<file path="config.mk">
export PLATFORM = sky130hd
export DESIGN_NAME = mem_port_arbiter
export DESIGN_NICKNAME = d
export VERILOG_FILES = /design/src/rtl/mem_port_arbiter_pkg.sv /design/src/rtl/mem_port_arbiter.sv
export SDC_FILE = /design/constraint.sdc
export NUM_CORES = 1
export LEC_CHECK = 0
export ABC_AREA = 1
export BUFFER_PORTS_ARGS = -buffer_cell sky130_fd_sc_hd__buf_2
export CELL_PAD_IN_SITES_DETAIL_PLACEMENT = 1
export CELL_PAD_IN_SITES_GLOBAL_PLACEMENT = 1
export CORE_ASPECT_RATIO = 1.5
export CORE_MARGIN = 2
export CORE_UTILIZATION = 37
export CTS_BUF_LIST = sky130_fd_sc_hd__clkbuf_16
export DETAILED_ROUTE_END_ITERATION = 10
export PLACE_DENSITY_LB_ADDON = 0.05
export SLEW_MARGIN = 20
export SYNTH_ARGS = -nofsm -noshare
export SYNTH_HDL_FRONTEND = slang
export SYNTH_SLANG_ARGS = --single-unit
</file>
<file path="constraint.sdc">
create_clock -name clk -period 2.7 [get_ports clk]
set_clock_uncertainty 0.15 [all_clocks]
set_input_delay 0 -clock clk [delete_from_list [all_inputs] [get_ports clk]]
set_output_delay 0 -clock clk [all_outputs]
set_load 0.005 [all_outputs]
</file>
<file path="src/rtl/mem_port_arbiter_pkg.sv">
// Shared definitions for the main-RAM port arbiter.
// Purpose : FSM state encoding, requester ids and default timing parameters
//           used by mem_port_arbiter.
// Contents: arb_state_e   - IDLE / ACCESS / DONE
//           requester_e   - RQ_IF (instruction fetch) / RQ_MEM (data stage)
//           DEF_*         - default parameter values
//           streak_next() - saturating increment of the data-grant streak
package mem_port_arbiter_pkg;

  localparam int DEF_ADDR_W          = 22;
  localparam int DEF_WAIT_CYCLES     = 2;
  localparam int DEF_MAX_DATA_STREAK = 3;

  typedef enum logic [1:0] {
    ST_IDLE   = 2'd0,
    ST_ACCESS = 2'd1,
    ST_DONE   = 2'd2
  } arb_state_e;

  typedef enum logic {
    RQ_IF  = 1'b0,
    RQ_MEM = 1'b1
  } requester_e;

  // Saturating +1 on a 32-bit container; caller truncates to its own width.
  function automatic int unsigned streak_next(input int unsigned cur, input int unsigned max_val);
    if (cur >= max_val) begin
      return max_val;
    end else begin
      return cur + 32'd1;
    end
  endfunction

endpackage

</file>
<file path="src/rtl/mem_port_arbiter.sv">
// mem_port_arbiter
// Purpose : shares the single-ported, multi-cycle main RAM between instruction
//           fetch (read-only) and the MEM stage (read/write). Accesses are
//           serialised IDLE -> ACCESS (WAIT_CYCLES clocks) -> DONE, with a
//           one-cycle ack per access. MEM normally wins collisions, but after
//           MAX_DATA_STREAK consecutive MEM grants with fetch waiting, fetch
//           is forced through.
// Ports   : clk, rst (async, active-low)
//           if_req/if_addr        -> if_rdata/if_ack     fetch side
//           mem_req/we/addr/be/wdata -> mem_rdata/mem_ack data side
//           ram_addr/oe/we/be/wdata -> RAM, ram_rdata <- RAM
//           All outputs are registered.
module mem_port_arbiter
  import mem_port_arbiter_pkg::*;
#(
  parameter int ADDR_W          = DEF_ADDR_W,
  parameter int WAIT_CYCLES     = DEF_WAIT_CYCLES,
  parameter int MAX_DATA_STREAK = DEF_MAX_DATA_STREAK
) (
  input  logic              clk,
  input  logic              rst,
  input  logic              if_req,
  input  logic [ADDR_W-1:0] if_addr,
  output logic [31:0]       if_rdata,
  output logic              if_ack,
  input  logic              mem_req,
  input  logic              mem_we,
  input  logic [ADDR_W-1:0] mem_addr,
  input  logic [3:0]        mem_be,
  input  logic [31:0]       mem_wdata,
  output logic [31:0]       mem_rdata,
  output logic              mem_ack,
  output logic [ADDR_W-1:0] ram_addr,
  output logic              ram_oe,
  output logic              ram_we,
  output logic [3:0]        ram_be,
  output logic [31:0]       ram_wdata,
  input  logic [31:0]       ram_rdata
);

  localparam int CNT_W    = (WAIT_CYCLES > 1) ? $clog2(WAIT_CYCLES) : 1;
  localparam int STREAK_W = $clog2(MAX_DATA_STREAK + 1);
  localparam logic [CNT_W-1:0]    CNT_LAST   = CNT_W'(WAIT_CYCLES - 1);
  localparam logic [STREAK_W-1:0] STREAK_MAX = STREAK_W'(MAX_DATA_STREAK);

  arb_state_e          state_q;
  requester_e          winner_q;
  logic [CNT_W-1:0]    cnt_q;
  logic [STREAK_W-1:0] streak_q;
  logic [STREAK_W-1:0] streak_d;
  logic [ADDR_W-1:0]   ram_addr_q;
  logic                ram_oe_q;
  logic                ram_we_q;
  logic [3:0]          ram_be_q;
  logic [31:0]         ram_wdata_q;
  logic [31:0]         if_rdata_q;
  logic [31:0]         mem_rdata_q;
  logic                if_ack_q;
  logic                mem_ack_q;

  logic grant_valid;
  logic grant_if;
  logic grant_rd;

  // Arbitration decision in IDLE: MEM wins collisions until the streak limit.
  always_comb begin
    grant_valid = 1'b0;
    grant_if    = 1'b0;
    if (state_q == ST_IDLE) begin
      if (if_req && mem_req) begin
        grant_valid = 1'b1;
        grant_if    = (streak_q == STREAK_MAX);
      end else if (if_req) begin
        grant_valid = 1'b1;
        grant_if    = 1'b1;
      end else if (mem_req) begin
        grant_valid = 1'b1;
        grant_if    = 1'b0;
      end else begin
        grant_valid = 1'b0;
        grant_if    = 1'b0;
      end
    end else begin
      grant_valid = 1'b0;
      grant_if    = 1'b0;
    end
    // Fetches are always reads.
    grant_rd = grant_if | ~mem_we;
  end

  // Streak only counts MEM grants that left a fetch waiting.
  always_comb begin
    streak_d = streak_q;
    if (state_q == ST_IDLE) begin
      if (!if_req) begin
        streak_d = {STREAK_W{1'b0}};
      end else if (grant_if) begin
        streak_d = {STREAK_W{1'b0}};
      end else if (mem_req) begin
        streak_d = STREAK_W'(streak_next(32'(streak_q), 32'(MAX_DATA_STREAK)));
      end else begin
        streak_d = streak_q;
      end
    end else begin
      streak_d = streak_q;
    end
  end

  // Arbiter FSM with registered RAM strobes, acks and read-data holding regs.
  always_ff @(posedge clk or negedge rst) begin
    if (!rst) begin
      state_q     <= ST_IDLE;
      winner_q    <= RQ_IF;
      cnt_q       <= {CNT_W{1'b0}};
      streak_q    <= {STREAK_W{1'b0}};
      ram_addr_q  <= {ADDR_W{1'b0}};
      ram_oe_q    <= 1'b0;
      ram_we_q    <= 1'b0;
      ram_be_q    <= 4'b0000;
      ram_wdata_q <= 32'h0000_0000;
      if_rdata_q  <= 32'h0000_0000;
      mem_rdata_q <= 32'h0000_0000;
      if_ack_q    <= 1'b0;
      mem_ack_q   <= 1'b0;
    end else begin
      if_ack_q  <= 1'b0;
      mem_ack_q <= 1'b0;
      streak_q  <= streak_d;
      case (state_q)
        ST_IDLE: begin
          if (grant_valid) begin
            // Latch everything now; requester inputs are not looked at again.
            state_q     <= ST_ACCESS;
            cnt_q       <= CNT_LAST;
            winner_q    <= grant_if ? RQ_IF : RQ_MEM;
            ram_addr_q  <= grant_if ? if_addr : mem_addr;
            ram_oe_q    <= grant_rd;
            ram_we_q    <= ~grant_rd;
            ram_be_q    <= grant_rd ? 4'b1111 : mem_be;
            ram_wdata_q <= grant_rd ? 32'h0000_0000 : mem_wdata;
          end else begin
            state_q <= ST_IDLE;
          end
        end
        ST_ACCESS: begin
          if (cnt_q == {CNT_W{1'b0}}) begin
            if (ram_oe_q) begin
              if (winner_q == RQ_IF) begin
                if_rdata_q <= ram_rdata;
              end else begin
                mem_rdata_q <= ram_rdata;
              end
            end else begin
              if_rdata_q <= if_rdata_q;
            end
            state_q     <= ST_DONE;
            if_ack_q    <= (winner_q == RQ_IF);
            mem_ack_q   <= (winner_q == RQ_MEM);
            ram_addr_q  <= {ADDR_W{1'b0}};
            ram_oe_q    <= 1'b0;
            ram_we_q    <= 1'b0;
            ram_be_q    <= 4'b0000;
            ram_wdata_q <= 32'h0000_0000;
          end else begin
            cnt_q <= cnt_q - CNT_W'(1);
          end
        end
        ST_DONE: begin
          state_q <= ST_IDLE;
        end
        default: begin
          state_q     <= ST_IDLE;
          ram_oe_q    <= 1'b0;
          ram_we_q    <= 1'b0;
          ram_be_q    <= 4'b0000;
          ram_wdata_q <= 32'h0000_0000;
          ram_addr_q  <= {ADDR_W{1'b0}};
        end
      endcase
    end
  end

  assign if_rdata  = if_rdata_q;
  assign if_ack    = if_ack_q;
  assign mem_rdata = mem_rdata_q;
  assign mem_ack   = mem_ack_q;
  assign ram_addr  = ram_addr_q;
  assign ram_oe    = ram_oe_q;
  assign ram_we    = ram_we_q;
  assign ram_be    = ram_be_q;
  assign ram_wdata = ram_wdata_q;

endmodule

</file>
# Word level (Yosys, flattened, before mapping)

Cells that the tools add are included.

Input bits: 117
Register bits: 132
Word-level logic and storage cells: 76
Output and inout bits: 126

Reduce and logical (&&, ||, !) cells: 9
Equal/unequal tests: 6
Multiplexer cells: 39
Order comparisons: 1
Bitwise operators: 6
Add/sub/neg operators: 2

Operators by type and width:

| kind                | number |
|---|---|
| $mux 32             | 3 |
| $pmux 32 s3         | 1 |
| $mux 22             | 3 |
| $pmux 22 s3         | 1 |
| $mux 1              | 18 |
| $mux 4              | 3 |
| $pmux 4 s3          | 1 |
| $mux 2              | 5 |
| $reduce_and 4->1    | 2 |
| $pmux 1 s3          | 2 |
| $reduce_and 2->1    | 3 |
| $not 1->1           | 5 |
| $eq 2x2->1 const B  | 2 |
| $ne 2x2->1 const B  | 2 |
| $pmux 2 s2          | 1 |
| $ne 3x1->1 const B  | 1 |
| $reduce_and 3->1    | 1 |
| $add 2x1->2 const B | 1 |
| $eq 2x1->1 const B  | 1 |
| $ge 2x2->1 const B  | 1 |
| $logic_not 2->1     | 1 |
| $pmux 1 s2          | 1 |
| $reduce_bool 2->1   | 1 |
| $logic_and 1x1->1   | 1 |
| other kinds (2)     | 2 |

# Longest topological paths before layout

Word-level depth: 7
Depth in mapped cells: 8
Depth with buffers taken out: 7

# Least setup slack after synthesis

No wires, ideal clock.

Path type: reg2reg
From: reg state_q[1]
To: reg ram_wdata_q[22] (netlist: ram_wdata[22])
Required time: 2.432 ns
Arrival: 1.115 ns
Setup slack: 1.317 ns
Buffers on the path: 2
Cell stages (with the launch flop): 7
Clock period less this slack: 1.383 ns
Cells stage by stage: dfrtp_1 > nor2_4 > nand3_1 > buf_4 > buf_4 > nand4_1 > nand2_1

Longest elaborated chain between the ends: 6
Elaborated cells on any way between the ends: 13
Those cells by class: eq/ne: 4; mux: 5; bitwise: 2; reduce/logical: 2

RTL lines:

| element                | line                                            | RTL |
|---|---|---|
| start, declared        | mem_port_arbiter.sv:46                          | `arb_state_e state_q;` |
| start signal, assigned | mem_port_arbiter.sv:112                         | `state_q <= ST_IDLE;` |
| start signal, assigned | mem_port_arbiter.sv:133                         | `state_q <= ST_ACCESS;` |
| start signal, assigned | mem_port_arbiter.sv:142                         | `state_q <= ST_IDLE;` |
| $logic_not 2->1        | mem_port_arbiter.sv:69, mem_port_arbiter.sv:129 |  |
| $mux 1                 | mem_port_arbiter.sv:69                          | `if (state_q == ST_IDLE) begin` |
| $or 1x1->1             | mem_port_arbiter.sv:88                          | `grant_rd = grant_if \| ~mem_we;` |
| $mux 32                | mem_port_arbiter.sv:140                         | `ram_wdata_q <= grant_rd ? 32'h0000_0000 : mem_wdata;` |
| $mux 32                | mem_port_arbiter.sv:131                         | `if (grant_valid) begin` |
| $pmux 32 s3            | mem_port_arbiter.sv:129                         | `case (state_q)` |
| end signal, assigned   | mem_port_arbiter.sv:140                         |  |
| end, declared          | mem_port_arbiter.sv:55                          | `logic [31:0] ram_wdata_q;` |

Several ways; a longest one is shown, not always the timed one. The select of a mux whose other input is x is not followed.
A chain may end at the register's enable or synchronous reset.

# Final worst setup path

From: reg state_q[1]
To: reg ram_wdata_q[20] (netlist: ram_wdata[20])

The elaborated chain is that of the path after synthesis.

==> results.sh <==
export IMPL_status="complete, no violations"
export IMPL_die_h_um=158.5
export IMPL_pwr_share_clk_pct=25.2
export IMPL_nets=1145
export IMPL_cts_tree="built"
export IMPL_cts_resized=0
export IMPL_fin_crit_ns=2.514
export IMPL_post_cts_buffers=0
export IMPL_num_io_pins=243
export IMPL_cts_hold_fix_buffers=124
export IMPL_drcViolationCount=0
export IMPL_path_clk_slew_ns=0.06
export IMPL_synth_seq_cells=132
export IMPL_antenna_found_initial=0
export IMPL_insertion_delay_ns=0.41
export IMPL_die_area_um2=16960
export IMPL_critical_path_class="flop to flop"
export IMPL_syn_inst=674
export IMPL_yosysSeqAreaShare_pct=56.11
export IMPL_rows=56
export IMPL_vdd_drop_max_mv=0.5004
export IMPL_start_util_pct=37.68
export IMPL_core_area_um2=15630
export IMPL_grt_setup_unrepaired="no"
export IMPL_switching_share_pct=38.09
export IMPL_netlist_area_um2=5887
export IMPL_layout_common_cells="nand2_1 (247), buf_2 (241), dfrtp_1 (132), dlygate4sd3_1 (123), inv_1 (83)"
export IMPL_avgSynthCellArea_um2=8.734
export IMPL_fin_tns_setup_ns=0
export IMPL_grt_pass1_vias=6782
export IMPL_synth_cell_types=24
export IMPL_place_congestion=0.7921
export IMPL_worstPathRequired_ns=2.83
export IMPL_grt_max_degree=65
export IMPL_root_buffer="clkbuf_16"
export IMPL_synthToLayoutAreaGrowth_pct=54.58
export IMPL_numCtsBuffers=17
export IMPL_drive_gt1_share_pct=31.73
export IMPL_cellLeakagePower_nw=4.972
export IMPL_drt_iter0_markers=267
export IMPL_setup_viol=0
export IMPL_cts_buffer_depth=2
export IMPL_drtPass1Iterations=4
export IMPL_die_w_um=107.0
export IMPL_cp_data_arrival_time_ns=2.65
export IMPL_cts_htree_levels=4
export IMPL_cts_sinks=132
export IMPL_grt_usage_pct=25.58
export IMPL_avgRoutedWirePerCell_um=17.05
export IMPL_slew_headroom_pct=54.75
export IMPL_final_common_cell="nand2_1"
export IMPL_route_vias_total=6114
export IMPL_wirelength_um=21190
export IMPL_fin_total_pwr_mw=9.481
export IMPL_drv_cap=0
export IMPL_hpwlAfterDp_um=12950
export IMPL_pwr_density_cell_nw_per_um2=1042
export IMPL_cp_start_kind="flop"
export IMPL_hold_class="primary input to asynchronous set/reset pin"
export IMPL_min_period_over_period_pct=93.10
export IMPL_via_per_inst=4.919
export IMPL_cp_max_fo=21
export IMPL_slew_violations=0
export IMPL_drtAntennaViolNets=0
export IMPL_synth_nets=791
export IMPL_p_comb_share_pct=39.5
export IMPL_portBuffers=242
export IMPL_switchingPower_mw=3.611
export IMPL_grt_overflow_total=0
export IMPL_whs_ns=0.01133
export IMPL_yosys_warnings=0
export IMPL_p_int_mw=5.870
export IMPL_worstMarginPinSlew_ns=0.6788
export IMPL_hold_violations=0
export IMPL_antennaDiodeCount=0
export IMPL_pwr_share_seq_pct=35.3
export IMPL_endpoint_kind="flop"
export IMPL_fmax_mhz=397.8
export IMPL_dp_cells=1087
export IMPL_grt_pass1_wl_um=33760
export IMPL_final_cells=1243
-- stage by stage --
step,utilization [%],instance area [µm²],worst slack [ns]
4_1_cts,58.11,9080,0.2473
5_1_grt,58.24,9100,0.05523
3_3_place_gp,46.20,7219,0.5411
2_1_floorplan,-,5887,1.317
6_report,58.24,9100,0.1864
3_5_place_dp,46.20,7219,0.4027
-- final timing paths --
| check | start | slack, ns | to | cells past startpoint |
|---|---|---|---|---|
| worst max-delay path | state_q[1] | 0.19 | ram_wdata[20] | 6 |
| max in group asynchronous | rst | 2.03 | ram_wdata[30] | 3 |
| worst min register to register | ram_wdata[29] | 0.33 | ram_wdata[29] | 2 |
| worst max register to register | state_q[1] | 0.19 | ram_wdata[20] | 6 |
| min in group clk | mem_we | 0.04 | ram_wdata[4] | 3 |
| worst min-delay path | rst | 0.01 | ram_addr[17] | 3 |
-- cell type report --
type                       instances  area (µm²)
multi-input combinational        412        1994
clock inverter                    14       176.4
fill                            1863        6525
tap                              203       254.0
inverter                          86       322.8
sequential                       132        3303
clock buffer                      17       425.4
timing repair buffer             379        2624
-- cell usage after synthesis, drive strengths merged --
master | count | share of area, %
nand3 | 30 | 2.6
nand2 | 249 | 16
clkbuf | 12 | 0.79
o21ai | 68 | 7.8
a21oi | 1 | 0.085
buf | 32 | 3.9
nor2 | 8 | 0.94
inv | 86 | 5.5
dfrtp | 132 | 56
nor3 | 1 | 0.085
nand4 | 55 | 6.1
-- power by group through the flow --
stage          sequential [mW]  combinational (mW)  clock, mW
3_3_place_gp              3.31                3.28          0
6_report                  3.35                3.75       2.39
3_5_place_dp              3.35                3.41          0
4_1_cts                   3.34                3.73       2.44
5_1_grt                   3.45                4.17       2.51
2_1_floorplan             3.39                1.75          0
-- critical path, stage by stage, from the launching register on --
cell           delay, ns
dfrtp_1             0.45
nor2_4              0.14
nand3_2             0.46
buf_4               0.39
nand4_1             0.10
dlygate4sd3_1       0.59
nand2_1             0.09
-- flip-flops by register name, summed over array words and instances (netlist names) --
name       cells
cnt_q          1
if_ack         1
if_rdata      32
mem_ack        1
mem_rdata     32
ram_addr      22
ram_be         4
ram_oe         1
ram_wdata     32
ram_we         1
state_q        2
streak_q       2
winner_q       1
-- layer usage --
layer | global-route usage [%] | share of wire, % | vias to the layer above
met3 | 5.280 | 4.6 | 45
met5 | 0 | 0 | -
met2 | 47.98 | 54 | 207
met4 | 11.50 | 3.6 | 0
met1 | 27.34 | 38 | 3030
li1 | - | - | 2832
-- kinds of logic after synthesis --
logic type | share of synthesized area, %
DFF | 56.11
and+or+nand+nor | 25.80
buffers and inverters | 10.18
AOI/OAI and AO/OA | 7.906
(Power assumes the default switching activity.)
